**config.mk**
```make
export PLATFORM = sky130hd
export DESIGN_NAME = sec_set_ctrl_flat
export DESIGN_NICKNAME = d
export VERILOG_FILES = /design/src/rtl/sec_set_ctrl_if.sv /design/src/rtl/sec_set_ctrl.sv /design/src/flat_wrapper.sv
export SDC_FILE = /design/constraint.sdc
export NUM_CORES = 1
export LEC_CHECK = 0
export CORE_AREA = 5 5 65 67
export CTS_BUF_LIST = sky130_fd_sc_hd__clkbuf_2 sky130_fd_sc_hd__clkbuf_4 sky130_fd_sc_hd__clkbuf_8
export CTS_CLUSTER_SIZE = 16
export DETAILED_ROUTE_END_ITERATION = 12
export DIE_AREA = 0 0 70 72
export GPL_ROUTABILITY_DRIVEN = 0
export PLACE_DENSITY = 0.88
export SETUP_SLACK_MARGIN = 0.1
export SLEW_MARGIN = 20
export SYNTH_ARGS = -nofsm -noshare
export SYNTH_HDL_FRONTEND = slang
export SYNTH_SLANG_ARGS = --single-unit
```
**constraint.sdc**
```tcl
create_clock -name clk -period 1.99 [get_ports clk]
set_input_delay 0.398 -clock clk [delete_from_list [all_inputs] [get_ports clk]]
set_output_delay 0.398 -clock clk [all_outputs]
set_load 0.03 [all_outputs]
```
**src/rtl/sec_set_ctrl_if.sv**
```systemverilog
// Button-side inputs and digit-register/display outputs of the seconds setting controller.
// The controller takes the slave view; the button/display side takes the master view.
interface sec_set_ctrl_if;
   logic       mode;
   logic       up;
   logic [3:0] cur_t;
   logic [3:0] cur_u;
   logic       set_t;
   logic       set_u;
   logic [3:0] new_val;
   logic       run_en;
   logic [3:0] disp_t;
   logic [3:0] disp_u;
   logic       blank_t;
   logic       blank_u;

   modport master (
      output mode, up, cur_t, cur_u,
      input  set_t, set_u, new_val, run_en, disp_t, disp_u, blank_t, blank_u
   );

   modport slave (
      input  mode, up, cur_t, cur_u,
      output set_t, set_u, new_val, run_en, disp_t, disp_u, blank_t, blank_u
   );
endinterface

```
**src/rtl/sec_set_ctrl.sv**
```systemverilog
// Seconds-digit setting controller: edit session on shadow tens/units digits, with blink,
// auto-repeat, an inactivity timeout and a two-strobe commit to the digit registers.
//
// state    | meaning
// ---------+---------------------------------------------------------
// IDLE     | normal counting, display follows the digit registers
// EDIT_T   | editing shadow tens digit (0..5), tens digit blinks
// EDIT_U   | editing shadow units digit (0..9), units digit blinks
// COMMIT_T | one-cycle load strobe of the shadow tens digit
// COMMIT_U | one-cycle load strobe of the shadow units digit
module sec_set_ctrl #(
   parameter int BLINK_HALF = 16,
   parameter int RPT_DELAY  = 8,
   parameter int RPT_PERIOD = 4,
   parameter int TIMEOUT    = 64
) (
   input  logic          clk,
   input  logic          resetn,
   sec_set_ctrl_if.slave bus
);

   localparam int RPT_MAX = (RPT_DELAY > RPT_PERIOD) ? RPT_DELAY : RPT_PERIOD;
   localparam int BLINK_W = (BLINK_HALF > 1) ? $clog2(BLINK_HALF) : 1;
   localparam int RPT_W   = (RPT_MAX > 1)    ? $clog2(RPT_MAX)    : 1;
   localparam int TMO_W   = (TIMEOUT > 1)    ? $clog2(TIMEOUT)    : 1;

   localparam logic [BLINK_W-1:0] BLINK_LD  = BLINK_W'(BLINK_HALF - 1);
   localparam logic [RPT_W-1:0]   RPT_LD_DL = RPT_W'(RPT_DELAY - 1);
   localparam logic [RPT_W-1:0]   RPT_LD_PR = RPT_W'(RPT_PERIOD - 1);
   localparam logic [TMO_W-1:0]   TMO_LD    = TMO_W'(TIMEOUT - 1);

   typedef enum logic [2:0] {
      IDLE     = 3'd0,
      EDIT_T   = 3'd1,
      EDIT_U   = 3'd2,
      COMMIT_T = 3'd3,
      COMMIT_U = 3'd4
   } state_e;

   state_e             state_q, state_d;
   logic [3:0]         sh_t_q, sh_t_d;
   logic [3:0]         sh_u_q, sh_u_d;
   logic               up_q;
   logic               armed_q, armed_d;
   logic [RPT_W-1:0]   rpt_cnt_q, rpt_cnt_d;
   logic [BLINK_W-1:0] blink_cnt_q, blink_cnt_d;
   logic               phase_q, phase_d;
   logic [TMO_W-1:0]   tmo_cnt_q, tmo_cnt_d;

   logic in_edit;
   logic rise;
   logic rpt_tc;
   logic inc_evt;
   logic enter_edit;

   always_ff @(posedge clk or negedge resetn) begin
      if (!resetn) begin
         state_q     <= IDLE;
         sh_t_q      <= '0;
         sh_u_q      <= '0;
         up_q        <= 1'b0;
         armed_q     <= 1'b0;
         rpt_cnt_q   <= '0;
         blink_cnt_q <= '0;
         phase_q     <= 1'b0;
         tmo_cnt_q   <= '0;
      end else begin
         state_q     <= state_d;
         sh_t_q      <= sh_t_d;
         sh_u_q      <= sh_u_d;
         up_q        <= bus.up;
         armed_q     <= armed_d;
         rpt_cnt_q   <= rpt_cnt_d;
         blink_cnt_q <= blink_cnt_d;
         phase_q     <= phase_d;
         tmo_cnt_q   <= tmo_cnt_d;
      end
   end

   always_comb begin
      state_d     = state_q;
      sh_t_d      = sh_t_q;
      sh_u_d      = sh_u_q;
      armed_d     = armed_q;
      rpt_cnt_d   = rpt_cnt_q;
      blink_cnt_d = blink_cnt_q;
      phase_d     = phase_q;
      tmo_cnt_d   = tmo_cnt_q;

      in_edit = (state_q == EDIT_T) || (state_q == EDIT_U);
      rise    = bus.up & ~up_q;
      rpt_tc  = armed_q & bus.up & (rpt_cnt_q == '0);
      inc_evt = in_edit & ~bus.mode & (rise | rpt_tc);

      // Repeat only arms on an edge seen while editing, so a held button never carries over
      if (!bus.up || !in_edit) begin
         armed_d   = 1'b0;
         rpt_cnt_d = '0;
      end else if (rise) begin
         armed_d   = 1'b1;
         rpt_cnt_d = RPT_LD_DL;
      end else if (armed_q) begin
         rpt_cnt_d = (rpt_cnt_q == '0) ? RPT_LD_PR : rpt_cnt_q - 1'b1;
      end

      unique case (state_q)
         IDLE: begin
            if (bus.mode) begin
               state_d = EDIT_T;
               sh_t_d  = (bus.cur_t > 4'd5) ? 4'd0 : bus.cur_t;
               sh_u_d  = (bus.cur_u > 4'd9) ? 4'd0 : bus.cur_u;
            end
         end
         EDIT_T: begin
            if (bus.mode)                state_d = EDIT_U;
            else if (inc_evt)            sh_t_d  = (sh_t_q == 4'd5) ? 4'd0 : sh_t_q + 4'd1;
            else if (tmo_cnt_q == '0)    state_d = IDLE;
         end
         EDIT_U: begin
            if (bus.mode)                state_d = COMMIT_T;
            else if (inc_evt)            sh_u_d  = (sh_u_q == 4'd9) ? 4'd0 : sh_u_q + 4'd1;
            else if (tmo_cnt_q == '0)    state_d = IDLE;
         end
         COMMIT_T: state_d = COMMIT_U;
         COMMIT_U: state_d = IDLE;
         default:  state_d = IDLE;
      endcase

      enter_edit = ((state_d == EDIT_T) || (state_d == EDIT_U)) && (state_d != state_q);

      if (enter_edit || inc_evt) begin
         blink_cnt_d = BLINK_LD;
         phase_d     = 1'b0;
      end else if (in_edit) begin
         if (blink_cnt_q == '0) begin
            blink_cnt_d = BLINK_LD;
            phase_d     = ~phase_q;
         end else begin
            blink_cnt_d = blink_cnt_q - 1'b1;
         end
      end else begin
         blink_cnt_d = BLINK_LD;
         phase_d     = 1'b0;
      end

      if (enter_edit || inc_evt || bus.mode || !in_edit) tmo_cnt_d = TMO_LD;
      else if (tmo_cnt_q != '0)                           tmo_cnt_d = tmo_cnt_q - 1'b1;
   end

   assign bus.set_t   = (state_q == COMMIT_T);
   assign bus.set_u   = (state_q == COMMIT_U);
   assign bus.new_val = (state_q == COMMIT_T) ? sh_t_q :
                        (state_q == COMMIT_U) ? sh_u_q : 4'd0;
   assign bus.run_en  = (state_q == IDLE);
   assign bus.disp_t  = (state_q == IDLE) ? bus.cur_t : sh_t_q;
   assign bus.disp_u  = (state_q == IDLE) ? bus.cur_u : sh_u_q;
   assign bus.blank_t = (state_q == EDIT_T) & phase_q;
   assign bus.blank_u = (state_q == EDIT_U) & phase_q;

endmodule

```
**src/flat_wrapper.sv**
```systemverilog
// flat-port wrapper written by rule: the top's interface ports become plain ports
module sec_set_ctrl_flat 
#(
   parameter int BLINK_HALF = 16,
   parameter int RPT_DELAY  = 8,
   parameter int RPT_PERIOD = 4,
   parameter int TIMEOUT    = 64
)
  (clk, resetn, bus_mode, bus_up, bus_cur_t, bus_cur_u, bus_set_t, bus_set_u, bus_new_val, bus_run_en, bus_disp_t, bus_disp_u, bus_blank_t, bus_blank_u);
  sec_set_ctrl_if bus_i ();
  input  logic clk;
  input  logic resetn;
  input wire logic [$bits(bus_i.mode)-1:0] bus_mode;
  input wire logic [$bits(bus_i.up)-1:0] bus_up;
  input wire logic [$bits(bus_i.cur_t)-1:0] bus_cur_t;
  input wire logic [$bits(bus_i.cur_u)-1:0] bus_cur_u;
  output wire logic [$bits(bus_i.set_t)-1:0] bus_set_t;
  output wire logic [$bits(bus_i.set_u)-1:0] bus_set_u;
  output wire logic [$bits(bus_i.new_val)-1:0] bus_new_val;
  output wire logic [$bits(bus_i.run_en)-1:0] bus_run_en;
  output wire logic [$bits(bus_i.disp_t)-1:0] bus_disp_t;
  output wire logic [$bits(bus_i.disp_u)-1:0] bus_disp_u;
  output wire logic [$bits(bus_i.blank_t)-1:0] bus_blank_t;
  output wire logic [$bits(bus_i.blank_u)-1:0] bus_blank_u;
  assign bus_i.mode = bus_mode;
  assign bus_i.up = bus_up;
  assign bus_i.cur_t = bus_cur_t;
  assign bus_i.cur_u = bus_cur_u;
  assign bus_set_t = bus_i.set_t;
  assign bus_set_u = bus_i.set_u;
  assign bus_new_val = bus_i.new_val;
  assign bus_run_en = bus_i.run_en;
  assign bus_disp_t = bus_i.disp_t;
  assign bus_disp_u = bus_i.disp_u;
  assign bus_blank_t = bus_i.blank_t;
  assign bus_blank_u = bus_i.blank_u;
  sec_set_ctrl #(.BLINK_HALF(BLINK_HALF), .RPT_DELAY(RPT_DELAY), .RPT_PERIOD(RPT_PERIOD), .TIMEOUT(TIMEOUT)) u_core (.clk(clk), .resetn(resetn), .bus(bus_i));
endmodule
```
== Word level (Yosys, flattened, before mapping) ==
Cells that the tools add are included.
Storage, ports and cells
  output and inout bits: 17
  register bits: 27
  input bits: 12
Cells by class
  equal/unequal tests: 15
  order comparisons: 2
  reduce and logical (&&, ||, !) cells: 21
  mux-type cells: 36
  add/sub/neg operators: 5
  bitwise gates (word level): 11
Operator list (number)
  2-to-1 mux 4 bit: 17
  2-to-1 mux 3 bit: 9
  case mux 4 bit (2 select lines): 2
  2-to-1 mux 6 bit: 2
  case mux 3 bit (4 select lines): 1
  equality test 3 x 2 -> 1 bit, second input constant: 3
  adder 4 x 1 -> 4 bit, second input constant: 2
  AND reduction 4 bit: 2
  nonzero test 2 bit: 4
  AND 1 bit: 7
  equality test 3 x 1 -> 1 bit, second input constant: 2
  logical NOT 3 bit: 2
  logical NOT 6 bit: 1
  logical OR 1 bit: 6
  inequality test 2 bit, second input constant: 3
  nonzero test 6 bit: 1
  subtractor 6 x 1 -> 6 bit, second input constant: 1
  2-to-1 mux 1 bit: 5
  equality test 4 x 3 -> 1 bit, second input constant: 1
  equality test 4 bit, second input constant: 1
  greater-than comparator 4 x 3 -> 1 bit, second input constant: 1
  greater-than comparator 4 bit, second input constant: 1
  logical NOT 4 bit: 1
  inequality test 2 x 1 -> 1 bit, second input constant: 2
  other kinds (10): 13

== Logic depth before layout (Yosys ltp) ==
  depth in word-level cells: 14
  gate-level depth with buffers: 7
  gate-level depth less buffers: 7

== Worst setup path before layout ==
OpenSTA, ideal clock, no wires.
  path type: register to output
  start: register u_core.state_q[2]
  end: output bus_new_val[0]
  arrival: 2036 ps
  setup slack: -444 ps
  cell stages (with the launch flop): 4
  data required time: 1592 ps
  buffers on the path: 1
  cell sequence: dfrtp_1 clkbuf_1 nor3b_1 a22o_1
On the way
  longest elaborated chain between the ends: 3
RTL lines
  start: declaration: RTL line sec_set_ctrl.sv:40  | state_e state_q, state_d;
  start signal: assignment: RTL line sec_set_ctrl.sv:68  | state_q <= state_d;
  equality test 3 bit
  named net bus_set_u: RTL line flat_wrapper.sv:18  | output wire logic [$bits(bus_i.set_u)-1:0] bus_set_u;
  2-to-1 mux 4 bit: RTL line sec_set_ctrl.sv:153  | (state_q == COMMIT_U) ? sh_u_q : 4'd0;
  2-to-1 mux 4 bit: RTL line sec_set_ctrl.sv:152  | assign bus.new_val = (state_q == COMMIT_T) ? sh_t_q :
  end: declaration: RTL line flat_wrapper.sv:19  | output wire logic [$bits(bus_i.new_val)-1:0] bus_new_val;
The timed path passes the listed nets, and every way through them passes these cells.

== Worst setup path after layout ==
  start: register u_core.state_q[2]
  end: output bus_disp_t[3]
On the way
  longest elaborated chain between the ends: 2
RTL lines
  logical NOT 3 bit: RTL line sec_set_ctrl.sv:155  | assign bus.disp_t = (state_q == IDLE) ? bus.cur_t : sh_t_q;
  2-to-1 mux 4 bit: RTL line sec_set_ctrl.sv:155
  end: declaration: RTL line flat_wrapper.sv:21  | output wire logic [$bits(bus_i.disp_t)-1:0] bus_disp_t;
No other way between the ends.

==> impl_metrics.csv <==
group,metric,value,unit
logic_synthesis,synth-main-ff-cell,"dfrtp_1",
global_routing,grt_max_degree,28,
placement,port_buffers,28,
critical_path,cpPeakStageDelay,430,ps
clock_tree,cts_root_buf,"clkbuf_4",
floorplanning,io_pins,29,
placement,dp_cells,283,
critical_path,cp.required,1590,ps
cells_and_area,antenna_cells,0,
cells_and_area,final_common_cell,"buf_4",
logic_synthesis,ys_seq_area_share,38.8,%
cells_and_area,layout.cells.non_filler,305,
power_and_ir_drop,peakVddDrop,1.12,mV
logic_synthesis,synth.distinct_cells,50,
global_routing,grt_first_pass_wirelength,8960,microns
critical_path,startpoint_type,"flop",
sta,rsz0062_at_grt,"yes",
clock_tree,clk_pin_slew,170,ps
clock_tree,htreeDepth,1,
sta,worst_slack,-187,ps
routing,ant_nets,0,
sta,worstMarginPinSlew,438,ps
logic_synthesis,syn_area,1740,sq um
sta,setup_viol,17,
routing,drtPass1Iterations,5,
critical_path,path_cells,"buf_6, nor3_4, buf_6, mux2_4, buf_6",
critical_path,worst-path-buf-inv,3,
hold_path,hold_class,"in -> async",
critical_path,cp.arrival,1780,ps
sta,slew_violations,0,
routing,num_vias,1955,
power_and_ir_drop,powerDensity,1460,nW/um^2
critical_path,slowest_stage,"dfrtp_1",
sta,fmax,459,MHz
global_routing,grt_usage,22.2,%
logic_synthesis,synth_seq_cells,27,
floorplanning,die_h,72,microns
cells_and_area,fillCellCount,222,
critical_path,endpoint_kind,"primary output",
sta,finClkSkew,10.4,ps
status,violations,"negative setup slack",
global_routing,antenna_found_initial,0,
critical_path,worst-path-max-fanout,4,
cells_and_area,layout_common_cells,"buf_4 (27), dfrtp_1 (25), buf_6 (23)",
critical_path,cp_top_family,"buffers and inverters",
global_routing,grt-ovfl-total,0,
cells_and_area,drive_above_1_share,36.2,%
logic_synthesis,synth_nets,217,
clock_tree,clkLatencyLatePin,350,ps
routing,drt-initial-drc-count,126,
flow_run,maxCapViolations,0,
logic_synthesis,syn_inst,199,
floorplanning,initial_utilization,48.6,%
routing,routed_wirelength,5960,microns
clock_tree,clk_path_buf_depth,2,
critical_path,cp_common_cell,"buf_6",
sta,hold_viol,0,
floorplanning,design.core.area,3580,sq um
clock_tree,clock-sinks,27,
cells_and_area,area_growth,46.1,%
status,status,"finished with violations",
cells_and_area,final_nets,276,
clock_tree,hold_buffers,0,
clock_tree,numCtsBuffers,3,
sta,slew_headroom,70.5,%
sta,min_period_over_period,109,%
routing,viasPerCell,6.41,
floorplanning,die_w,70,microns
global_routing,grt_pass1_vias,1894,
critical_path,critical_path_class,"reg -> out",
floorplanning,die_area,5040,sq um
logic_synthesis,avgSynthCellArea,8.75,sq um
clock_tree,cts_tree,"built",
routing,drc,0,
placement,place_hpwl,3160,microns
logic_synthesis,async_flop_share,100,%
routing,avgRoutedWirePerCell,19.5,microns
power_and_ir_drop,p_leak,0.00112,uW
logic_synthesis,synth_enable_flop_cells,0,
sta,finalCriticalPeriod,2180,ps
power_and_ir_drop,p_total,3720,uW
logic_synthesis,synth_warnings,0,
floorplanning,num_rows,22,
## synth_stat cells (2+ instances only)
cell type  count  area (sq um)
dfrtp_1       27           676
nand2_1       24          90.1
inv_1         15          56.3
o21ai_0       15          75.1
a21oi_1       12          60.1
nand3_1        9          45.0
nor2_1         8          30.0
ha_1           6          75.1
nor3b_1        6          45.0
a22o_1         5          43.8
nand2b_1       5          31.3
nor3_1         5          25.0
clkbuf_1       4          15.0
mux2_2         4          45.0
nor2b_1        4          25.0
o211ai_1       4          30.0
and2_1         3          18.8
buf_2          3          15.0
xnor2_1        3          26.3
a21boi_0       2          15.0
a31oi_1        2          12.5
and3_1         2          12.5
nand4_1        2          12.5
o31ai_1        2          15.0
or3_1          2          12.5
## state kept, by name, indices dropped and copies added, names as in the netlist
signal              flops
u_core.tmo_cnt_q        6
u_core.blink_cnt_q      4
u_core.sh_u_q           4
u_core.state_q          3
u_core.sh_t_q           4
u_core.phase_q          1
u_core.up_q             1
u_core.rpt_cnt_q        3
u_core.armed_q          1
## worst register-to-register path, stage by stage, from the launching register on
cell and delay (ps):
dfrtp_1 430, buf_6 140, buf_4 150, nor3b_4 230, buf_4 150, buf_4 100, buf_4 100, buf_6 100
nand4_1 170, o32a_1 380, o21ai_1 70
## cells by family after synthesis
kind of cell	share of synthesized area [%]
xor+xnor	2.01
simple gates	24.7
fa+ha+maj	4.31
compound gates	21.8
mux	3.16
flops	38.8
buf+inv	5.18
## metal layers
layer	GRT usage (%)	wire, microns	vias up
met2	38.9	2970	156
met4	16.0	340	0
met5	0	0	-
met1	24.2	2150	926
met3	4.16	505	41
li1	-	-	832
## cell type report
class	count	area (sq um)	share of cell area, %
Sequential cell	27	678	26.7
Multi-Input combinational cell	149	1130	44.3
Clock inverter	1	8.76	0.344
Tap cell	48	60.1	2.36
Clock buffer	3	22.5	0.886
Timing Repair Buffer	62	587	23.1
Inverter	15	60.1	2.36
## what timing repair did
action	in CTS	in global routing
pin swaps	11	11
setup buffers	16	3
resized for setup	35	24
endpoints found under the setup margin	23	25
endpoints found under the hold margin	0	0
## through the flow
stage	setup WS [ps]	setup TNS (ps)	cell area [sq um]	util [%]	hold slack, ps
after global routing	-214	-3020	2540	71.0	453
after CTS	-119	-958	2420	67.8	417
after detailed placement	-13.8	-13.8	2160	60.3	514
after global placement	40.6	0	2160	60.3	498
after floorplan	106	0	1780	-	102
final	-187	-2170	2540	71.0	419
## power breakdown
part	total [uW]	internal (uW)	switching, uW
Clock	277	82.5	195
Sequential	891	686	206
Combinational	2550	1230	1320
Total	3720	2000	1720
## final timing paths
| check | slack, ps | from | to | cells past startpoint |
|---|---|---|---|---|
| worst max-delay path | -190 | u_core.state_q[2]$_DFF_PN0_ | bus_disp_t[3] | 5 |
| worst min-delay path | 420 | resetn | u_core.blink_cnt_q[3]$_DFF_PN0_ | 2 |
| worst max register to register | -80 | u_core.state_q[2]$_DFF_PN0_ | u_core.sh_t_q[2]$_DFFE_PN0P_ | 10 |
| worst min register to register | 540 | u_core.up_q$_DFF_PN0_ | u_core.rpt_cnt_q[2]$_DFFE_PN0P_ | 1 |
| max in group asynchronous | 1310 | resetn | u_core.state_q[1]$_DFF_PN0_ | 2 |
| min in group clk | 540 | u_core.up_q$_DFF_PN0_ | u_core.rpt_cnt_q[2]$_DFFE_PN0P_ | 1 |
Note: power is estimated with default switching activity, not from simulation.
